`src/rtl/pipe_ctrl_if.sv`:
```
// Hazard/stall control bundle between the pipeline datapath (master) and pipe_ctrl (slave).
// Carries hazard inputs, register enables/clears, stall cause and performance counters.
interface pipe_ctrl_if #(
  parameter int XLEN_REG = 5
);
  logic [XLEN_REG-1:0] id_rs1;
  logic [XLEN_REG-1:0] id_rs2;
  logic [XLEN_REG-1:0] ex_rd;
  logic                ex_memread;
  logic                ex_muldiv_start;
  logic                ex_branch_taken;
  logic                imem_ready;
  logic                mem_req;
  logic                dmem_ready;

  logic                en_pc;
  logic                en_ifid;
  logic                en_idex;
  logic                en_exmem;
  logic                en_memwb;
  logic                clr_ifid_n;
  logic                clr_idex_n;
  logic                clr_exmem_n;
  logic [1:0]          stall_cause;
  logic [31:0]         stall_cycles;
  logic [31:0]         flush_count;

  modport master (
    output id_rs1, id_rs2, ex_rd, ex_memread, ex_muldiv_start, ex_branch_taken,
           imem_ready, mem_req, dmem_ready,
    input  en_pc, en_ifid, en_idex, en_exmem, en_memwb,
           clr_ifid_n, clr_idex_n, clr_exmem_n, stall_cause, stall_cycles, flush_count
  );

  modport slave (
    input  id_rs1, id_rs2, ex_rd, ex_memread, ex_muldiv_start, ex_branch_taken,
           imem_ready, mem_req, dmem_ready,
    output en_pc, en_ifid, en_idex, en_exmem, en_memwb,
           clr_ifid_n, clr_idex_n, clr_exmem_n, stall_cause, stall_cycles, flush_count
  );
endinterface

```
`src/rtl/pipe_ctrl.sv`:
```
// 5-stage pipeline hazard controller: load-use/fetch bubbles, branch flush, mul/div and memory freezes.
// Define PIPE_CTRL_PERF_EN to build the stall/flush performance counters; otherwise they read 0.
module pipe_ctrl #(
  parameter int MULDIV_CYCLES = 4,
  parameter int XLEN_REG      = 5
) (
  input  logic           clk,
  input  logic           rst,
  pipe_ctrl_if.slave     pif
);

  typedef enum logic [1:0] {RUN, MULDIV, MEMWAIT} state_e;

  localparam logic [3:0]          CNT_INIT = 4'(MULDIV_CYCLES - 1);
  localparam logic [XLEN_REG-1:0] REG_ZERO = '0;

  state_e     state_q, state_d;
  logic [3:0] cnt_q, cnt_d;
  logic       en_front, en_back, clr_ifid, clr_idex;
  logic [1:0] cause;
  logic       mem_stall, load_use;

  assign mem_stall = pif.mem_req && !pif.dmem_ready;
  assign load_use  = pif.ex_memread && (pif.ex_rd != REG_ZERO) &&
                     ((pif.ex_rd == pif.id_rs1) || (pif.ex_rd == pif.id_rs2));

  always_comb begin
    state_d  = state_q;
    cnt_d    = cnt_q;
    en_front = 1'b1;
    en_back  = 1'b1;
    clr_ifid = 1'b1;
    clr_idex = 1'b1;
    cause    = 2'd0;
    case (state_q)
      RUN: begin
        if (mem_stall) begin
          en_front = 1'b0;
          en_back  = 1'b0;
          cause    = 2'd3;
          state_d  = MEMWAIT;
        end else if (pif.ex_muldiv_start) begin
          en_front = 1'b0;
          en_back  = 1'b0;
          cause    = 2'd2;
          if (MULDIV_CYCLES > 1) begin
            state_d = MULDIV;
            cnt_d   = CNT_INIT;
          end
        end else if (pif.ex_branch_taken) begin
          clr_ifid = 1'b0;
          clr_idex = 1'b0;
        end else if (load_use || !pif.imem_ready) begin
          en_front = 1'b0;
          clr_idex = 1'b0;
          cause    = 2'd1;
        end
      end
      MULDIV: begin
        if (cnt_q != 4'd0) begin
          en_front = 1'b0;
          en_back  = 1'b0;
          cause    = 2'd2;
          cnt_d    = cnt_q - 4'd1;
        end else begin
          // A branch held back by the freeze takes effect on the release cycle.
          clr_ifid = !pif.ex_branch_taken;
          clr_idex = !pif.ex_branch_taken;
          state_d  = RUN;
        end
      end
      MEMWAIT: begin
        if (!pif.dmem_ready) begin
          en_front = 1'b0;
          en_back  = 1'b0;
          cause    = 2'd3;
        end else begin
          clr_ifid = !pif.ex_branch_taken;
          clr_idex = !pif.ex_branch_taken;
          state_d  = RUN;
        end
      end
      default: state_d = RUN;
    endcase
  end

  always_ff @(posedge clk or posedge rst) begin
    if (rst) begin
      state_q <= RUN;
      cnt_q   <= 4'd0;
    end else begin
      state_q <= state_d;
      cnt_q   <= cnt_d;
    end
  end

  assign pif.en_pc       = !rst && en_front;
  assign pif.en_ifid     = !rst && en_front;
  assign pif.en_idex     = !rst && en_back;
  assign pif.en_exmem    = !rst && en_back;
  assign pif.en_memwb    = !rst && en_back;
  assign pif.clr_ifid_n  = !rst && clr_ifid;
  assign pif.clr_idex_n  = !rst && clr_idex;
  assign pif.clr_exmem_n = !rst;
  assign pif.stall_cause = rst ? 2'd0 : cause;

`ifdef PIPE_CTRL_PERF_EN
  logic [31:0] stall_cycles_q, flush_count_q;
  logic        flush_run;

  assign flush_run = (state_q == RUN) && !mem_stall && !pif.ex_muldiv_start && pif.ex_branch_taken;

  always_ff @(posedge clk or posedge rst) begin
    if (rst) begin
      stall_cycles_q <= 32'd0;
      flush_count_q  <= 32'd0;
    end else begin
      if (cause != 2'd0) stall_cycles_q <= stall_cycles_q + 32'd1;
      if (flush_run)     flush_count_q  <= flush_count_q + 32'd1;
    end
  end

  assign pif.stall_cycles = stall_cycles_q;
  assign pif.flush_count  = flush_count_q;
`else
  assign pif.stall_cycles = 32'd0;
  assign pif.flush_count  = 32'd0;
`endif

endmodule

```
`src/flat_wrapper.sv`:
```
// flat-port wrapper written by rule: the top's interface ports become plain ports
module pipe_ctrl_flat 
#(
  parameter int MULDIV_CYCLES = 4,
  parameter int XLEN_REG      = 5
)
  (clk, rst, pif_id_rs1, pif_id_rs2, pif_ex_rd, pif_ex_memread, pif_ex_muldiv_start, pif_ex_branch_taken, pif_imem_ready, pif_mem_req, pif_dmem_ready, pif_en_pc, pif_en_ifid, pif_en_idex, pif_en_exmem, pif_en_memwb, pif_clr_ifid_n, pif_clr_idex_n, pif_clr_exmem_n, pif_stall_cause, pif_stall_cycles, pif_flush_count);
  pipe_ctrl_if #(.XLEN_REG(XLEN_REG)) pif_i ();
  input  logic clk;
  input  logic rst;
  input wire logic [$bits(pif_i.id_rs1)-1:0] pif_id_rs1;
  input wire logic [$bits(pif_i.id_rs2)-1:0] pif_id_rs2;
  input wire logic [$bits(pif_i.ex_rd)-1:0] pif_ex_rd;
  input wire logic [$bits(pif_i.ex_memread)-1:0] pif_ex_memread;
  input wire logic [$bits(pif_i.ex_muldiv_start)-1:0] pif_ex_muldiv_start;
  input wire logic [$bits(pif_i.ex_branch_taken)-1:0] pif_ex_branch_taken;
  input wire logic [$bits(pif_i.imem_ready)-1:0] pif_imem_ready;
  input wire logic [$bits(pif_i.mem_req)-1:0] pif_mem_req;
  input wire logic [$bits(pif_i.dmem_ready)-1:0] pif_dmem_ready;
  output wire logic [$bits(pif_i.en_pc)-1:0] pif_en_pc;
  output wire logic [$bits(pif_i.en_ifid)-1:0] pif_en_ifid;
  output wire logic [$bits(pif_i.en_idex)-1:0] pif_en_idex;
  output wire logic [$bits(pif_i.en_exmem)-1:0] pif_en_exmem;
  output wire logic [$bits(pif_i.en_memwb)-1:0] pif_en_memwb;
  output wire logic [$bits(pif_i.clr_ifid_n)-1:0] pif_clr_ifid_n;
  output wire logic [$bits(pif_i.clr_idex_n)-1:0] pif_clr_idex_n;
  output wire logic [$bits(pif_i.clr_exmem_n)-1:0] pif_clr_exmem_n;
  output wire logic [$bits(pif_i.stall_cause)-1:0] pif_stall_cause;
  output wire logic [$bits(pif_i.stall_cycles)-1:0] pif_stall_cycles;
  output wire logic [$bits(pif_i.flush_count)-1:0] pif_flush_count;
  assign pif_i.id_rs1 = pif_id_rs1;
  assign pif_i.id_rs2 = pif_id_rs2;
  assign pif_i.ex_rd = pif_ex_rd;
  assign pif_i.ex_memread = pif_ex_memread;
  assign pif_i.ex_muldiv_start = pif_ex_muldiv_start;
  assign pif_i.ex_branch_taken = pif_ex_branch_taken;
  assign pif_i.imem_ready = pif_imem_ready;
  assign pif_i.mem_req = pif_mem_req;
  assign pif_i.dmem_ready = pif_dmem_ready;
  assign pif_en_pc = pif_i.en_pc;
  assign pif_en_ifid = pif_i.en_ifid;
  assign pif_en_idex = pif_i.en_idex;
  assign pif_en_exmem = pif_i.en_exmem;
  assign pif_en_memwb = pif_i.en_memwb;
  assign pif_clr_ifid_n = pif_i.clr_ifid_n;
  assign pif_clr_idex_n = pif_i.clr_idex_n;
  assign pif_clr_exmem_n = pif_i.clr_exmem_n;
  assign pif_stall_cause = pif_i.stall_cause;
  assign pif_stall_cycles = pif_i.stall_cycles;
  assign pif_flush_count = pif_i.flush_count;
  pipe_ctrl #(.MULDIV_CYCLES(MULDIV_CYCLES), .XLEN_REG(XLEN_REG)) u_core (.clk(clk), .rst(rst), .pif(pif_i));
endmodule
```
`config.mk`:
```
export PLATFORM = sky130hd
export DESIGN_NAME = pipe_ctrl_flat
export DESIGN_NICKNAME = d
export VERILOG_FILES = /design/src/rtl/pipe_ctrl_if.sv /design/src/rtl/pipe_ctrl.sv /design/src/flat_wrapper.sv
export SDC_FILE = /design/constraint.sdc
export NUM_CORES = 1
export LEC_CHECK = 0
export ABC_AREA = 1
export ABC_CLOCK_PERIOD_IN_PS = 1600
export BUFFER_PORTS_ARGS = -buffer_cell sky130_fd_sc_hd__buf_2
export CORE_AREA = 3 3 62 64
export CTS_CLUSTER_SIZE = 16
export DETAILED_ROUTE_END_ITERATION = 12
export DIE_AREA = 0 0 65 67
export PLACE_DENSITY = 0.83
export SLEW_MARGIN = 20
export SYNTH_ARGS = -nofsm -noshare
export SYNTH_HDL_FRONTEND = slang
export SYNTH_SLANG_ARGS = --single-unit
```
`constraint.sdc`:
```
create_clock -name clk -period 1.6 [get_ports clk]
set_clock_uncertainty 0.05 [all_clocks]
set_input_delay 0.32 -clock clk [delete_from_list [all_inputs] [get_ports clk]]
set_output_delay 0.32 -clock clk [all_outputs]
set_load 0.01 [all_outputs]
```
# [Word-level counts from Yosys, hierarchy flattened]
# Index checks and enable logic that the tools add are counted.
[totals] reg_bits=6 input_bits=23 output_inout_bits=74 wordCells=69
[op_classes] mux=37 addsub=1 n_eq_ne=10 n_reduce_logical=19
[ops] operator="2-bit two-way mux" count=10
[ops] operator="1-bit two-way mux" count=17
[ops] operator="4-bit two-way mux" count=3
[ops] operator="1-bit one-hot mux with 3 select lines" count=4
[ops] operator="2-bit one-hot mux with 3 select lines" count=2
[ops] operator="5-bit == test" count=2
[ops] operator="2-bit != test (second input constant)" count=4
[ops] operator="4-bit one-hot mux with 2 select lines" count=1
[ops] operator="1-bit logical AND" count=7
[ops] operator="5-bit nonzero test" count=1
[ops] operator="1-bit zero test" count=4
[ops] operator="4-bit AND reduction" count=1
[ops] operator="4-bit nonzero test" count=1
[ops] operator="4-bit by 1-bit subtractor with 4-bit output (second input constant)" count=1
[ops] operator="3-bit by 2-bit != test with 1-bit output (second input constant)" count=1
[ops] operator="3-bit AND reduction" count=1
[ops] operator="2-bit by 1-bit == test with 1-bit output (second input constant)" count=1
[ops] operator="2-bit == test (second input constant)" count=1
[ops] operator="2-bit zero test" count=1
[ops] operator="1-bit logical OR" count=2
[ops] operator="2-bit by 1-bit != test with 1-bit output (second input constant)" count=1
[ops] operator="2-bit nonzero test" count=1

# [Depth between registers and ports, before layout]
# Gate-level depths: netlist of the first run.
[depth] depth_word=10 mapped_depth=12 mapped_depth_nobuf=11

# [Worst setup path before layout of the first run]
# Ideal clock, no wire load.
[synth_timing] path_kind="reg2out" from="register u_core.cnt_q[0]" to="output port pif_en_pc" path_stages_with_launch=12 t_required_ps=1230 n_path_buf=1 arrival_ps=1596 setup_slack_ps=-366 cell_sequence="dfrtp_1 > inv_1 > ha_1 > nand2_1 > nor2_1 > nand2_2 > o211ai_2 > nor2_2 > nor2_1 > o21ai_1 > inv_1 > buf_4"
[synth_between] elab_chain_len=4
[synth_rtl] item="start: declaration" line="pipe_ctrl.sv:18" source="logic [3:0] cnt_q, cnt_d;"
[synth_rtl] item="start signal: assignment" line="pipe_ctrl.sv:93" source="cnt_q <= cnt_d;"
[synth_rtl] item="4-bit nonzero test" line="pipe_ctrl.sv:60" source="if (cnt_q != 4'd0) begin"
[synth_rtl] item="1-bit two-way mux" line="pipe_ctrl.sv:60"
[synth_rtl] item="1-bit one-hot mux with 3 select lines" line="pipe_ctrl.sv:35" source="case (state_q)"
[synth_rtl] item="1-bit logical AND"
[synth_rtl] item="end: declaration" line="flat_wrapper.sv:20" source="output wire logic [$bits(pif_i.en_pc)-1:0] pif_en_pc;"
# Every way passes these cells.

# [Worst setup path in the final report of the first run]
[layout_timing] from="register u_core.cnt_q[0]" to="output port pif_en_idex"
[layout_between] elab_chain_len=4
[layout_rtl] item="4-bit nonzero test" line="pipe_ctrl.sv:60"
[layout_rtl] item="1-bit two-way mux" line="pipe_ctrl.sv:60"
[layout_rtl] item="1-bit one-hot mux with 3 select lines" line="pipe_ctrl.sv:35"
[layout_rtl] item="1-bit logical AND" line="pipe_ctrl.sv:99" source="assign pif.en_idex = !rst && en_back;"
[layout_rtl] item="end: declaration" line="flat_wrapper.sv:22" source="output wire logic [$bits(pif_i.en_idex)-1:0] pif_en_idex;"
# Every way passes these cells.

==> metrics.txt, run 1 <==
Total Power approximately 0.0016 W; Post-Synth Adder-Cell Area 2.09%; largest family of logic cells by synthesized area buffers and inverters; fmax ~480 MHz; Cell variety after synth 26; most frequent cell after synthesis buf_4; Placer Congestion 0.761; layout cells sized above 1 a little under two fifths; Remaining DRCs 0; final core utilization around two fifths; synthesis-to-layout area growth 16.8%; XOR/XNOR share of the synthesized area about 2.2%; register share of total power around 16%; final worst-path setup slack -472 ps; Int Power between 0.0008 and 0.0009 W; violated checks setup timing; commonest cells in the synthesized netlist buf_4, nand2_1, inv_1, nor2_1, inv_2; WL/cell approximately 8.1 microns; leak pwr 0.895 nW; Die X roughly 65 microns; post-cts hold buffer count 0; status finished with violations; drt pass-1 iters 6; Clk Latency, worst-skew pair 250 ps; Max Root-Sink Buffers 2; largest net degree at the start of global routing 8; Sink Count 6; Ports 97; register bit total from synthesis 6; grt total ovfl 0; final period utilization 129%; critical path arrival 1700 ps; post-synthesis sequential area ratio roughly an eighth; routed vias/inst about 3.7; Final #Nets between 200 and 300; die height about 67 microns; final number of setup-violating endpoints 9; cell chain of the critical path inv_2, ha_4, nand2_4, nor2_4, nand2_2, o211ai_2, nor2_2, buf_4, nor2_4, buf_4, buf_6, buf_6; reg2reg start u_core.state_q[1]; top cells by area, synth buf_4, dfrtp_1, nand2_1; pre-CTS setup slack -203 ps; GRT Overall Usage a little under a tenth; Worst path max stage delay 390 ps; complex-gate fraction of the synthesized area approximately 7%; final WL roughly 2300 microns; Setup crit start kind flop; Final HPWL DP ~2000 microns; cell taking the most area after synthesis buf_4; ANT nets after route 0; Synth top area share a little over two fifths; Worst-path clk slew 50 ps; EDFF count, synth 0; Core Area roughly 3300 sq um; vias post-DR around 1000; Antenna Cells 0; top_reg_cell synth dfrtp_1; number of CTS-inserted buffers 3; design area around 1400 sq um; Starting Density 35.8%; Worst Hold Class in -> async; die area between 4000 and 5000 sq um; MaxCap Viol Count 0; portion of netlist area occupied by mux cells 0%; num rows 21; syn_area_per_cell about 6.6 sq um; crit path from u_core.cnt_q[0]; Worst EP required approximately 1200 ps; Placed Area 1280 sq um; Crit Path Category reg -> out; ys async rst share 100%; final hold viol count 0; VDD IR max 300 uV; Synth Instances 182; CTS H-tree lvls 1; worst reg2reg path depth 11; clock share of power between 8 and 9%; Sw Pwr between 0.0007 and 0.0008 W; vias in the first global route between 800 and 900; Clock Tree Root clkbuf_4; post-synthesis simple-gate area fraction between 20% and 30%; combinational cell fraction of total power 75.2%; Port Buffer Count 32; Syn. warnings 0; hold_ws around 69 ps; Critical-path top delay cell dfrtp_1; Pwr Density ~1200 nW/um^2; initial antenna violation count 0; CTS tree built; RSZ-0062 raised after global routing true; fillcell total between 300 and 400; DR iter-0 viols 13; first-pass GRT wire length about 3200 microns; minimum clock period just over 2000 ps; mapped cell area between 1000 and 1500 sq um; Sw Share a little under half; Max Slew Vio Count 0; Worst Path Max Fanout 3; Setup crit end kind output port
## what timing repair did
action	in CTS	in global routing
gates resized for setup	10	3
endpoints found under the setup margin	9	9
buffers inserted	3	2
gates cloned	0	0
pin swaps	8	3
endpoints found under the hold margin	0	0
## registers in the layout (all words and copies together), names as in the netlist
signal and flops:
u_core.state_q 2, u_core.cnt_q 4
## power by group through the flow
| stage | Clock (W) | Sequential [W] | Combinational [W] |
|---|---|---|---|
| 5_1_grt | 0.000149 | 0.000268 | 0.00133 |
| 4_1_cts | 0.000142 | 0.000256 | 0.00116 |
| 3_5_place_dp | 0 | 0.000255 | 0.00104 |
| 3_3_place_gp | 0 | 0.000251 | 0.00101 |
| 6_report | 0.000140 | 0.000261 | 0.00122 |
| 2_1_floorplan | 0 | 0.000253 | 0.000789 |
## per-stage QoR
step                      instances  TNS, ps
after floorplan                 245     -464
after global placement          272     -994
after detailed placement        272    -1340
after CTS                       278    -3390
after global routing            280    -4460
final                           280    -3380
## cells in the final DEF, fill, tap and decap left out, types with 4 or more instances in the layout
cell     Yosys  routed
nand2_2      4       4
buf_4       67      20
nand2_1     33      32
buf_2        0      28
conb_1       1      64
dfrtp_1      6       6
nor2_2       4       4
inv_1       22      19
nor2_1      10       8
buf_6        0       5
inv_2        7      10
## routing by layer
layer  track usage (%)  share of wire, %  up-vias
met4              3.17              0.44        0
met5                 0                 0        -
li1                  -                 -      518
met3              1.18                12        2
met2              18.9                53       65
met1              9.56                35      442
## cell type report
class | count | area (sq um) | share of cell area [%]
inverters | 32 | 125 | 8.97
repair buffers | 53 | 347 | 24.8
flip-flops and latches | 6 | 150 | 10.8
clock buffers | 3 | 22.5 | 1.61
multi-input cells | 140 | 693 | 49.7
well taps | 46 | 57.6 | 4.13
## cells by family (layout without fill, tap and decap cells)
kind of cell | after synthesis | after routing
xor gates and xnor gates | 3 | 3
adders and majority gates | 2 | 2
and+or+nand+nor | 59 | 59
buffers and inverters | 99 | 88
AOI/OAI and AO/OA | 12 | 12
other | 1 | 64
DFF | 6 | 6
## path summary, 6_finish.rpt
check | end | slack, ps
min reg2reg | u_core.cnt_q[3] | 540
min | u_core.state_q[1] | 70
max reg2reg | u_core.cnt_q[2] | 90
min in group clk | u_core.state_q[1] | 370
max in group asynchronous | u_core.cnt_q[0] | 1300
max | pif_en_idex | -470
## critical path, delay by kind of cell, from the launching register on
family	cells	cell delay, ps
buf+inv	5	520
flops	1	390
simple gates	5	340
fa+ha+maj	1	130
compound gates	1	80
No activity file was read; power rests on OpenSTA's default activity.
==> run 2, diff against run 1 <==
--- a/config.mk
+++ b/config.mk
@@ -6,13 +6,14 @@
 export NUM_CORES = 1
 export LEC_CHECK = 0
 export ABC_AREA = 1
-export ABC_CLOCK_PERIOD_IN_PS = 1600
+export ABC_CLOCK_PERIOD_IN_PS = 2150
 export BUFFER_PORTS_ARGS = -buffer_cell sky130_fd_sc_hd__buf_2
-export CORE_AREA = 3 3 62 64
+export CORE_AREA = 3 3 60 62
 export CTS_CLUSTER_SIZE = 16
 export DETAILED_ROUTE_END_ITERATION = 12
-export DIE_AREA = 0 0 65 67
-export PLACE_DENSITY = 0.83
+export DIE_AREA = 0 0 63 65
+export GPL_TIMING_DRIVEN = 0
+export PLACE_DENSITY = 0.85
 export SLEW_MARGIN = 20
 export SYNTH_ARGS = -nofsm -noshare
 export SYNTH_HDL_FRONTEND = slang
==> constraint.sdc (replaced) <==
create_clock -name clk -period 2.15 [get_ports clk]
set_clock_uncertainty 0.05 [all_clocks]
set_input_delay 0.43 -clock clk [delete_from_list [all_inputs] [get_ports clk]]
set_output_delay 0.43 -clock clk [all_outputs]
set_load 0.01 [all_outputs]
==> metrics.txt, run 2 (same netlist as run 1, synthesis figures left out) <==
Antenna Cells 0 (unchanged); CP Buf/Inv Count 3 (-2); num rows 20 (-4.8%); DR top layer met4; first-pass GRT wire length 4300 microns (+33%); status finished with violations; final hold viol count 0 (unchanged); Worst Path Max Fanout 2 (-1); DR iter-0 viols 14 (+1); layout cells sized above 1 49.0% (+12 points); Final #Nets 315 (+21%); Clock Tree Root clkbuf_4; Sink Count 6 (unchanged); ANT nets after route 0 (unchanged); minimum clock period 2160 ps; Remaining DRCs 0 (unchanged); CTS tree built; synthesis-to-layout area growth 50.5%; grt total ovfl 0 (unchanged); die height 65 microns (-3.0%); Worst path max stage delay 360 ps (-30 ps); Worst EP required 1670 ps (+440 ps); drt pass-1 iters 4 (-2); Final HPWL DP 2310 microns (+17%); Clk Latency, worst-skew pair 250 ps (about the same); final number of setup-violating endpoints 3 (-6); VDD IR max 230 uV (-23%); vias in the first global route 1035 (+24%); die area 4100 sq um (-6.0%); Max Root-Sink Buffers 2 (unchanged); commonest cells after routing, fill and taps aside buf_4, conb_1, nand2_1; Die X 63 microns (-3.1%); number of CTS-inserted buffers 3 (unchanged); fillcell total 284 (-17%); sum of negative setup slack -30.1 ps (+3350 ps); CTS H-tree lvls 1 (unchanged); Regs by FF count u_core.cnt_q: 4 flops, u_core.state_q: 2 flops; vias post-DR 1184 (+15%); cell chain of the critical path inv_2, ha_4, nand2_4, nor2_4, nand2_2, o211ai_2, nor2_2, inv_2, nand3_2, nand2_2, a21oi_2, buf_2; Ports 97 (unchanged); Port Buffer Count 32 (unchanged); Crit Path Category reg -> out; final WL 2840 microns (+25%); Placer Congestion 0.782 (+2.7%); largest net degree at the start of global routing 9 (+1); initial antenna violation count 0 (unchanged); MaxCap Viol Count 0 (unchanged); max FFs per register 4 (unchanged); Pwr Density 687 nW/um^2 (-41%); Worst Hold Class in -> async; final core utilization 58.4% (+17 points); fmax 463 MHz; met3 routed WL 329 microns (+21%); Critical-path top delay cell dfrtp_1; most common cell after layout, fill and taps aside buf_4; GRT Overall Usage 13.2% (+3.9 points); Setup crit start kind flop; met2 routed WL 1510 microns (+25%); final period utilization 101%; Top delay family on crit path simple AND/OR/NAND/NOR gates; post-cts hold buffer count 0 (unchanged); Largest Register u_core.cnt_q; Met1 Wirelength 946 microns (+20%); WL/cell 8.56 microns (+5.3%); critical path arrival 1680 ps (-20 ps); R2R Setup Slk 630 ps (+540 ps); Core Area 3080 sq um (-7.8%); RSZ-0062 raised after global routing true; Starting Density 38.8% (+3.0 points); leak pwr 1.20 nW (+34%); Worst-path clk slew 40 ps (about the same); violated checks setup timing; Setup crit end kind output port; Max Slew Vio Count 0 (unchanged); final worst-path setup slack -11.1 ps (+461 ps); routed vias/inst 3.57 (-2.8%)
==> run 2: cell types whose count changed in the layout (fill, tap and decap cells not counted), sizes merged <==
cell  previous run  this run
buf             53       107
==> run 2: what timing repair did <==
| action | 4_1_cts | 5_1_grt |
|---|---|---|
| setup endpoints to repair | 7 | 8 |
| setup buffers | 6 | 3 |
| resized for setup | 11 | 7 |
| pin swaps | 5 | 3 |
==> run 2: area by class of cell <==
| type | count | area (sq um) | share of cell area (%) |
|---|---|---|---|
| buffer | 66 | 499 | 27.8 |
| clock buffer | 3 | 22.5 | 1.25 |
| inverter | 32 | 125 | 6.96 |
| multi-input combinational | 140 | 687 | 38.2 |
| sequential | 6 | 150 | 8.35 |
| tap | 44 | 55.1 | 3.06 |
| timing repair buffer | 41 | 259 | 14.4 |
==> run 2: worst paths after layout <==
check,from,end,cells past startpoint
worst min register to register,u_core.cnt_q[3],u_core.cnt_q[3],2
min in group clk,pif_dmem_ready,u_core.state_q[1],4
worst min-delay path,rst,u_core.cnt_q[1],2
worst max register to register,u_core.cnt_q[0],u_core.cnt_q[2],11
worst max-delay path,u_core.cnt_q[0],pif_clr_idex_n,12
max in group asynchronous,rst,u_core.cnt_q[2],2
==> run 2: worst reg2reg max path, cell delays in order, from the launching register on <==
cell	delay, ps
dfrtp_1	390
inv_2	80
ha_4	140
nand2_4	50
nor2_4	100
nand2_2	70
buf_4	150
nand3_4	120
clkinv_4	80
nand2_4	70
o22ai_2	60
a21oi_2	100
==> run 2: metrics by stage <==
stage / cell area, sq um / total power [W] / hold slack (ps) / setup WS [ps] / std cells
2_1_floorplan: 1430 / 0.000754 / 220 / 74.1 / 245
3_3_place_gp: 1650 / 0.000875 / 367 / 24.1 / 321
3_5_place_dp: 1650 / 0.000895 / 365 / -3.52 / 321
4_1_cts: 1750 / 0.00113 / 107 / -29.4 / 329
5_1_grt: 1800 / 0.00135 / 119 / -151 / 332
6_report: 1800 / 0.00124 / 104 / -11.1 / 332
==> run 2: report_power, final <==
| part | switching [W] | leakage (nW) | internal (W) |
|---|---|---|---|
| combinational | 0.000483 | 1.11 | 0.000447 |
| clock | 0.0000433 | 0.0138 | 0.0000633 |
| sequential | 0.0000392 | 0.0739 | 0.000161 |
| total | 0.000565 | 1.20 | 0.000671 |
==> run 2: per-layer routing <==
metal	vias to the layer above	track usage, %
li1	625	-
met1	488	11.1
met2	64	26.6
met3	7	5.03
met4	0	6.34
met5	-	0
==> run 3, diff against run 2 <==
--- a/config.mk
+++ b/config.mk
@@ -5,15 +5,14 @@
 export SDC_FILE = /design/constraint.sdc
 export NUM_CORES = 1
 export LEC_CHECK = 0
-export ABC_AREA = 1
 export ABC_CLOCK_PERIOD_IN_PS = 2150
 export BUFFER_PORTS_ARGS = -buffer_cell sky130_fd_sc_hd__buf_2
-export CORE_AREA = 3 3 60 62
+export CORE_AREA = 3 3 58 60
 export CTS_CLUSTER_SIZE = 16
 export DETAILED_ROUTE_END_ITERATION = 12
-export DIE_AREA = 0 0 63 65
+export DIE_AREA = 0 0 61 63
 export GPL_TIMING_DRIVEN = 0
-export PLACE_DENSITY = 0.85
+export PLACE_DENSITY = 0.78
 export SLEW_MARGIN = 20
 export SYNTH_ARGS = -nofsm -noshare
 export SYNTH_HDL_FRONTEND = slang
==> metrics.txt, run 3 <==
die height 63 microns (-3.1%); CTS H-tree lvls 1 (unchanged); Ports 97 (unchanged); final WL 2630 microns (-7.4%); fillcell total 273 (-3.9%); Final #Nets 271 (-14%); Setup crit end kind output port; grt total ovfl 0 (unchanged); drt pass-1 iters 7 (+3); RSZ-0062 raised after global routing true; DR top layer met4; commonest cells after routing, fill and taps aside buf_4, conb_1, buf_2; Starting Density 36.2% (-2.6 points); crit path from u_core.cnt_q[0]; Max Root-Sink Buffers 2 (unchanged); first-pass GRT wire length 3760 microns (-13%); vias in the first global route 871 (-16%); Setup crit start kind flop; fmax 432 MHz (-6.7%); Antenna Cells 0 (unchanged); ys async rst share 100% (unchanged); Worst Path Max Fanout 2 (unchanged); GRT Overall Usage 12.5% (-0.67 points); DR iter-0 viols 67 (+53); leak pwr 1.02 nW (-14%); Die X 61 microns (-3.2%); Core Area 2980 sq um (-3.3%); Met1 Wirelength 877 microns (-7.3%); R2R Setup Slk 350 ps (-280 ps); Largest Register u_core.cnt_q; VDD IR max 233 uV (+1.4%); Crit Path Category reg -> out; largest net degree at the start of global routing 8 (-1); final core utilization 57.7% (-0.73 points); Pwr Density 593 nW/um^2 (-14%); most frequent cell after synthesis buf_4; post-synthesis sequential area ratio 13.9% (+1.4 points); Final HPWL DP 1980 microns (-14%); hold_ws 118 ps (+14.3 ps); Placer Congestion 0.741 (-5.2%); final worst-path setup slack -165 ps (-154 ps); Worst Hold Class in -> async; mapped cell area 1080 sq um (-9.7%); vias post-DR 1031 (-13%); top_reg_cell synth dfrtp_1; violated checks setup timing; die area 3840 sq um (-6.2%); routed vias/inst 3.72 (+4.4%); num rows 20 (unchanged); met3 routed WL 243 microns (-26%); synthesis-to-layout area growth 59.3%; ANT nets after route 0 (unchanged); final period utilization 108% (+7.2 points); critical path arrival 1840 ps (+160 ps); Cell variety after synth 31 (+19%); initial antenna violation count 0 (unchanged); CTS tree built; layout cells sized above 1 53.3% (+4.3 points); EDFF count, synth 0 (unchanged); commonest cells in the synthesized netlist buf_4, xor2_1, nor2_1, nor3_1, dfrtp_1; met2 routed WL 1470 microns (-2.5%); non-filler cells, final 277 (-17%); Syn. warnings 0 (unchanged); most common cell after layout, fill and taps aside buf_4; status finished with violations; Synth top area share 46.6% (+4.5 points); Sink Count 6 (unchanged); Remaining DRCs 0 (unchanged); max FFs per register 4 (unchanged); cell taking the most area after synthesis buf_4; Worst EP required 1670 ps (about the same); Port Buffer Count 32 (unchanged); post-cts hold buffer count 0 (unchanged); Worst-path clk slew 40 ps (about the same); Synth Instances 136 (-25%); syn_area_per_cell 7.93 sq um (+21%); top cells by area, synth buf_4, dfrtp_1, xor2_1; MaxCap Viol Count 0 (unchanged); # placed instances 264 (-18%); Regs by FF count u_core.cnt_q: 4 flops, u_core.state_q: 2 flops; final number of setup-violating endpoints 5 (+2); Clock Tree Root clkbuf_4; register bit total from synthesis 6 (unchanged); WL/cell 9.50 microns (+11%); minimum clock period 2320 ps (+154 ps); Clk Latency, worst-skew pair 240 ps (about the same); reg2reg start u_core.state_q[0]; Max Slew Vio Count 0 (unchanged); number of CTS-inserted buffers 3 (unchanged); final hold viol count 0 (unchanged)
==> run 3: cell type report <==
type / instances / area (sq um) / share of cell area (%)
Sequential cell: 6 / 151 / 8.81
Timing Repair Buffer: 43 / 268 / 15.6
Clock buffer: 3 / 22.5 / 1.31
Multi-Input combinational cell: 121 / 709 / 41.3
Inverter: 4 / 15.0 / 0.874
Buffer: 67 / 510 / 29.7
Tap cell: 33 / 41.3 / 2.40
==> run 3: power by group <==
group	leakage (nW)	internal [W]	switching (W)	total (W)
clock network	0.0138	0.0000629	0.0000367	0.0000996
logic	0.938	0.000390	0.000338	0.000727
registers	0.0715	0.000150	0.0000411	0.000191
==> run 3: cells by family (layout without fill, tap and decap cells) <==
group | Yosys count | count (layout) | synth area share, %
XOR/XNOR | 10 | 10 | 8.12
AO/OA/AOI/OAI | 15 | 15 | 9.40
multiplexers | 1 | 1 | 1.04
other | 1 | 64 | 0.348
buffers and inverters | 72 | 117 | 49.1
adder cells (fa/ha/maj) | 2 | 2 | 2.32
AND/OR/NAND/NOR | 29 | 29 | 15.8
flip-flops | 6 | 6 | 13.9
==> run 3: final timing paths <==
path / to / cells after the start
min in group clk: u_core.state_q[1] / 2
hold / removal: u_core.cnt_q[3] / 2
setup / recovery: pif_clr_idex_n / 8
setup reg to reg: u_core.cnt_q[0] / 6
hold reg to reg: u_core.cnt_q[3] / 1
max in group asynchronous: u_core.state_q[1] / 2
==> run 3: worst max-delay path: stages (launching register included) <==
cell	delay, ps
dfrtp_1	360
inv_2	70
ha_4	160
nor4bb_4	150
nor3_2	250
nor2_1	100
a31oi_1	190
a21boi_2	180
buf_2	140
==> run 3: repair_timing <==
action / CTS / global route
resized for setup: 10 / 10
setup endpoints to repair: 9 / 8
buffers inserted: 9 / 3
pin swaps: 1 / 3
==> run 3: routing by layer <==
metal,track usage [%],vias to the layer above
li1,-,533
met1,12.0,420
met2,24.5,68
met3,2.89,10
met4,4.34,0
met5,0,-
==> run 3: metrics by stage <==
stage / worst slack [ps] / total power (W) / area [sq um] / TNS, ps
final: -165 / 0.00102 / 1720 / -458
after global routing: -237 / 0.00109 / 1720 / -967
after CTS: -210 / 0.000954 / 1670 / -410
after detailed placement: -167 / 0.000730 / 1550 / -430
after global placement: -146 / 0.000723 / 1550 / -386
after floorplan: 42.0 / 0.000617 / 1350 / 0
